===== config.mk =====
export PLATFORM = sky130hd
export DESIGN_NAME = ttl_priority_decoder_latch
export DESIGN_NICKNAME = d
export VERILOG_FILES = /design/src/rtl/ttl_priority_decoder_latch.sv
export SDC_FILE = /design/constraint.sdc
export NUM_CORES = 1
export LEC_CHECK = 0
export CAP_MARGIN = 15
export CORE_UTILIZATION = 43
export DETAILED_ROUTE_END_ITERATION = 16
export GPL_TIMING_DRIVEN = 0
export PLACE_DENSITY = 0.74
export SYNTH_ARGS = -nofsm -noshare
export SYNTH_HDL_FRONTEND = slang
export SYNTH_SLANG_ARGS = --single-unit
export TNS_END_PERCENT = 50

===== constraint.sdc =====
create_clock -name Clk -period 1.9 [get_ports Clk]
set_input_delay 0.38 -clock Clk [delete_from_list [all_inputs] [get_ports Clk]]
set_output_delay 0.38 -clock Clk [all_outputs]
set_load 0.03 [all_outputs]

===== src/rtl/ttl_priority_decoder_latch.sv =====
// Registered 3-to-8 decoder / addressable latch, the receiving end of a 74148 priority encoder.
// Define TTL_DECODER_GLITCH_FILTER_EN to require two matching mode-11 samples before Q updates.
module ttl_priority_decoder_latch #(
    parameter int WIDTH_OUT  = 8,
    parameter int WIDTH_IN   = 3,
    parameter int DELAY_RISE = 0,
    parameter int DELAY_FALL = 0
) (
    input  logic                 Clk,
    input  logic                 Clear_bar,
    input  logic                 EI_bar,
    input  logic [1:0]           Mode,
    input  logic [WIDTH_IN-1:0]  Y_bar,
    input  logic                 GS_bar,
    input  logic                 D,
    output logic [WIDTH_OUT-1:0] Q_bar,
    output logic                 GS_out_bar,
    output logic                 Change
);

    // Rise/fall delays describe the board-level part; the synthesizable core is zero-delay.
    if (WIDTH_OUT != (1 << WIDTH_IN) || DELAY_RISE < 0 || DELAY_FALL < 0) begin : g_bad_cfg
        $error("ttl_priority_decoder_latch: WIDTH_OUT must be 2**WIDTH_IN, delays non-negative");
    end

    typedef enum logic [1:0] {
        ModeHold   = 2'b00,
        ModeLatch  = 2'b01,
        ModeDemux  = 2'b10,
        ModeDecode = 2'b11
    } mode_e;

    logic [WIDTH_OUT-1:0] q_q, q_d;
    logic                 change_q, change_d;
    logic [WIDTH_IN-1:0]  addr;
    logic [WIDTH_OUT-1:0] onehot;
    logic [WIDTH_OUT-1:0] decode_val;
    logic                 decode_take;

`ifdef TTL_DECODER_GLITCH_FILTER_EN
    logic [WIDTH_IN:0] pend_q, pend_d;
    logic              pend_valid_q, pend_valid_d;
`endif

    always_comb begin
        addr         = ~Y_bar;
        onehot       = '0;
        onehot[addr] = 1'b1;
        decode_val   = GS_bar ? '0 : onehot;
    end

    always_comb begin
        q_d         = q_q;
        decode_take = 1'b1;
`ifdef TTL_DECODER_GLITCH_FILTER_EN
        // Any edge that is not an enabled mode-11 edge breaks the agreement chain.
        pend_d       = pend_q;
        pend_valid_d = 1'b0;
        if (!EI_bar && mode_e'(Mode) == ModeDecode) begin
            decode_take  = pend_valid_q && (pend_q == {GS_bar, Y_bar});
            pend_d       = {GS_bar, Y_bar};
            pend_valid_d = 1'b1;
        end
`endif
        if (!EI_bar) begin
            unique case (mode_e'(Mode))
                ModeHold:   q_d = q_q;
                ModeLatch:  q_d[addr] = D;
                ModeDemux:  q_d = D ? onehot : '0;
                ModeDecode: q_d = decode_take ? decode_val : q_q;
            endcase
        end
        change_d = (q_d != q_q);
    end

    always_ff @(posedge Clk) begin
        if (!Clear_bar) begin
            q_q      <= '0;
            change_q <= 1'b0;
        end else begin
            q_q      <= q_d;
            change_q <= change_d;
        end
    end

`ifdef TTL_DECODER_GLITCH_FILTER_EN
    always_ff @(posedge Clk) begin
        if (!Clear_bar) begin
            pend_q       <= '0;
            pend_valid_q <= 1'b0;
        end else begin
            pend_q       <= pend_d;
            pend_valid_q <= pend_valid_d;
        end
    end
`endif

    assign Q_bar      = ~q_q;
    assign GS_out_bar = ~|q_q;
    assign Change     = change_q;

endmodule

=== Yosys cells after proc, flatten, opt, wreduce, memory -nomap -nowiden ===
Index checks and enable logic that the tools add are counted.

* Reductions and logical operators: 4
* Bitwise logic cells: 2
* Equal/unequal tests: 4
* Mux-type cells: 7
* Magnitude comparators: 2

{| class="wikitable"
|+ Operator list
! operator !! count
|-
| $pmux 8 s4 || 1
|-
| $mux 8 || 3
|-
| $bwmux 8 || 1
|-
| $ne 8x8->1 || 1
|-
| $not 8->8 || 1
|-
| $reduce_or 8->1 || 1
|-
| $eq 2x2->1 const B || 2
|-
| $lt 3x4->1 const B || 1
|-
| $demux 1 s3 || 1
|-
| $ge 3x1->1 const B || 1
|-
| $not 3->3 || 1
|-
| $eq 2x1->1 const B || 1
|-
| $logic_not 2->1 || 1
|-
| $logic_and 1x1->1 || 1
|-
| $logic_not 1->1 || 1
|-
| $mux 1 || 1
|}

* Output and inout port bits: 10
* Flip-flop bits (word level): 9
* Input port bits: 10

=== Longest topological paths before layout ===
* Depth in word-level cells: 9
* Gate-level depth with buffers: 7
* Mapped depth without buffers: 5

=== Worst setup path before layout ===
OpenSTA, ideal clock, no wires.

* Path type: input to register
* Start: input port Y_bar[1]
* End: register change_q (netlist: Change)
* Path slack: 0.026 ns
* Path buffers: 1
* Required time: 1.775 ns
* Cell stages on the path: 6
* Arrival time: 1.749 ns
* Path through: clkbuf_1 -> nor3b_1 -> nand2_1 -> o2bb2ai_1 -> a221o_1 -> o41a_1

* Word-level cells in the longest chain between the ends: 9
* Elaborated cells between the ends (all ways): 12

{| class="wikitable"
|+ Ends and longest elaborated chain
! item !! RTL line !! RTL
|-
| from (decl) || 13 || <nowiki>input logic [WIDTH_IN-1:0] Y_bar,</nowiki>
|-
| $not 3->3 (*) || 46 || <nowiki>addr = ~Y_bar;</nowiki>
|-
| $lt 3x4->1 (not written as such) or $ge 3x1->1 (tied branches) || 48, 68 ||
|-
| $logic_and 1x1->1 (not written as such) || 48, 68 ||
|-
| $mux 1 (not written as such) || 48, 68 ||
|-
| $demux 1 s3 (*) || 48, 68 ||
|-
| $mux 8, or another cell as far along || 49 || <nowiki>decode_val = GS_bar ? '0 : onehot;</nowiki>
|-
| $pmux 8 s4 (*) || 66 || <nowiki>unique case (mode_e'(Mode))</nowiki>
|-
| $mux 8 (*) || 65 || <nowiki>if (!EI_bar) begin</nowiki>
|-
| $ne 8x8->1 (*) || 73 || <nowiki>change_d = (q_d != q_q);</nowiki>
|-
| to (signal assigned) || 82 || <nowiki>change_q <= change_d;</nowiki>
|-
| to (decl) || 34 || <nowiki>logic change_q, change_d;</nowiki>
|}

Every way passes the cells marked *; elsewhere a longest branch is shown, timed or not.
A chain may end at the register's enable or synchronous reset.

=== Worst setup path after layout ===
* Start: input port D
* End: register change_q (netlist: Change)

* Word-level cells in the longest chain between the ends: 4
* Elaborated cells between the ends (all ways): 5

{| class="wikitable"
|+ Ends and longest elaborated chain
! item !! RTL line !! RTL
|-
| from (decl) || 15 || <nowiki>input logic D,</nowiki>
|-
| $mux 8 or $bwmux 8 (tied branches) || 69, 68 ||
|-
| $pmux 8 s4 (*) || 66 ||
|-
| $mux 8 (*) || 65 ||
|-
| $ne 8x8->1 (*) || 73 ||
|}

Marks and branches as above.

==> run summary <==
status: finished, violations left
failing checks: setup timing
clock skew: 5.09 ps
fin crit share: 100%
leakage power: 0.431 nW
syn_area_per_cell: 7.18 sq um
Worst EP required: 2070 ps
Rows: 15
Vias: 994
CP Launch Type: primary input
crit path buf inv count: 1
Post-synth ARST share: 0%
Layout area overhead: 39.2%
clk sink count: 9
area post-placement: 1020 sq um
Max H-tree Level: 1
final instance area: 1120 sq um
largest family of logic cells by synthesized area: compound AO/OA/AOI/OAI gates
total die area: 2050 sq um
Avg WL per Cell: 16.1 um
Setup CP Type: primary input to flop
CP max stage delay: 420 ps
Synth Area in Compound Gates: 40.3%
layout cells sized above 1: 17.1%
Main synth FF type: dfxtp_1
Die Y: 45.3 um
net switching power: 180 uW
dpl hpwl: 1690 um
number of global-route vias before repair: 866
number of flops mapped to enable cells by yosys: 0
mux share of post-synthesis cell area: 2.64%
overall power: 523 uW
RePlAce Congestion: 0.904
maximum vdd drop: 0.275 mV
final net count: 151
Via-to-Cell Ratio: 6.02
Max Slew Vio Count: 0
Slew headroom: 66.1%
initial antenna violation count: 0
register area share after synthesis: 22.4%
Synth Area in Simple Gates: 25.8%
post-synthesis adder-cell area fraction: 0%
Clock Power Share: 31.4%
first-pass GRT wire length: 3910 um
min Tclk post-route: 1900 ps
Initial DRT Pass Iterations: 4
Gate power share: 31.3%
pin count of the biggest net entering global routing: 11
syn_nets: 122
# DRC: 0
number of CTS-inserted buffers: 3
hold_ws: 496 ps
Reg clk slew, reported paths: 70 ps
Critical Path AT: 2080 ps
Post-Synthesis Cells: 112
Clock Latency Late Sink: 290 ps
DP Worst Slack: -786 ps
DRT iter0 DRCs: 46
flop2flop setup slack: 350 ps
CTS tree: built
synthesized area: 805 sq um
Worst Tran Pin Value: 496 ps
# IOs: 20
max cap viols: 0
total routed wirelength: 2650 um
Final setup viols: 1
CTS root buf: clkbuf_4
Synth Area in XOR/XNOR: 0%
Top delay family on crit path: compound AO/OA/AOI/OAI gates
Slowest-stage cell, CP: o41a_1
Synth warnings: 0
sw frac: 34.4%
Initial Util: 46.1%
post-synthesis register bit count: 9
PortBufs: 18
sequential share of power: 37.4%
ant diodes: 0
chip width: 45.3 um
Worst Hold Class: flop to flop
post-synth cell types: 40
Internal Pwr Total: 343 uW
setup slack after layout: -2.10 ps
critical path peak fanout: 6
cells along the critical path: clkdlybuf4s15_1 > nor2_1 > o41ai_4 > nand3_2 > a221o_1 > o41a_1
Total GRT Usage: 27.4%
final hold vios: 0
Power Density: 467 nW/um^2
Core Region: 1750 sq um
Longest Clk Path Bufs: 2
Final ANT Viol Nets: 0
fmax: 0.526 GHz
global route overflow: 0
Critical Path Sink Type: flop
==> final timing paths <==
check | cells past startpoint | to | start
worst max-delay path | 6 | Change$_SDFF_PN0_ | D
worst min-delay path | 2 | q_q[5]$_SDFF_PN0_ | q_q[5]$_SDFF_PN0_
worst min register to register | 2 | q_q[5]$_SDFF_PN0_ | q_q[5]$_SDFF_PN0_
worst max register to register | 5 | Change$_SDFF_PN0_ | q_q[1]$_SDFF_PN0_
==> kinds of logic after synthesis <==
kind of cell           Yosys count
and+or+nand+nor                 38
AOI/OAI and AO/OA               44
DFF                              9
muxes                            2
buffers and inverters           19
==> per-stage QoR <==
step,setup TNS [ps],cells,utilization (%)
after CTS,-108,162,62.1
final,-2.10,165,64.2
after global routing,-25.1,165,64.2
after floorplan,0,112,-
after global placement,-1750,155,58.2
after detailed placement,-1910,155,58.2
==> metal layers <==
metal / GRT usage, % / routed length (um) / up-vias
met5: 0 / 0 / -
met4: 17.0 / 91 / 0
met3: 6.40 / 219 / 13
met2: 43.8 / 1240 / 59
met1: 33.1 / 1100 / 451
li1: - / - / 471
==> flip-flops by register name, indices dropped and copies added, names as in the netlist <==
name / count
q_q: 8
Change: 1
==> power by group through the flow <==
stage          Sequential (mW)  Clock (mW)  Combinational, mW
3_3_place_gp             0.200           0              0.142
6_report                 0.196       0.164              0.164
4_1_cts                  0.195       0.160              0.149
2_1_floorplan            0.201           0             0.0856
3_5_place_dp             0.200           0              0.143
5_1_grt                  0.196       0.171              0.174
==> area by class of cell <==
class | count | area [sq um]
inverter | 12 | 45.0
sequential | 9 | 180
clock buffer | 4 | 26.3
fill | 151 | 626
tap | 25 | 31.3
timing repair buffer | 24 | 220
multi-input combinational | 84 | 574
buffer | 7 | 42.5
==> worst register-to-register path, cell delays in order (launching register included) <==
cell and delay, ps:
dfxtp_1 340, inv_1 120, nand2_1 70, o2bb2ai_1 130, a221o_1 370, o41a_1 420
==> cells in the final DEF (no fill, tap or decap), types with 3 or more instances in the layout <==
cell type        instances
clkbuf_4                 3
a21boi_1                 6
buf_4                    7
nand2_1                  8
nor2_1                   9
clkdlybuf4s50_1         10
a31oi_1                  8
clkbuf_2                 4
nor3_1                   3
dfxtp_1                  9
o21ai_0                  7
clkbuf_1                 4
o21ai_1                  4
inv_1                   10
==> cells in the mapped netlist (2+ instances only) <==
cell type	instances	area [sq um]
o21ai_1	4	20.0
and2_1	2	12.5
nor2b_1	2	12.5
nand2_1	9	33.8
nor3b_1	2	15.0
a31oi_1	8	50.1
o211ai_1	2	15.0
nor3_1	3	15.0
or3b_1	2	17.5
nor2_1	9	33.8
nand3_1	2	10.0
inv_2	2	7.51
clkbuf_1	7	26.3
inv_1	10	37.5
nand4_1	2	12.5
a22oi_1	2	15.0
dfxtp_1	9	180
a21boi_1	6	45.0
and3b_1	2	17.5
o21ai_0	7	35.0
==> timing repair <==
item	CTS	global route
buffers inserted	3	3
cloned	0	0
setup endpoints to repair	3	1
resized for setup	14	20
hold buffers	0	0
pin swaps	3	6
endpoints found under the hold margin	0	0
Power figures use the tool's default switching activity.
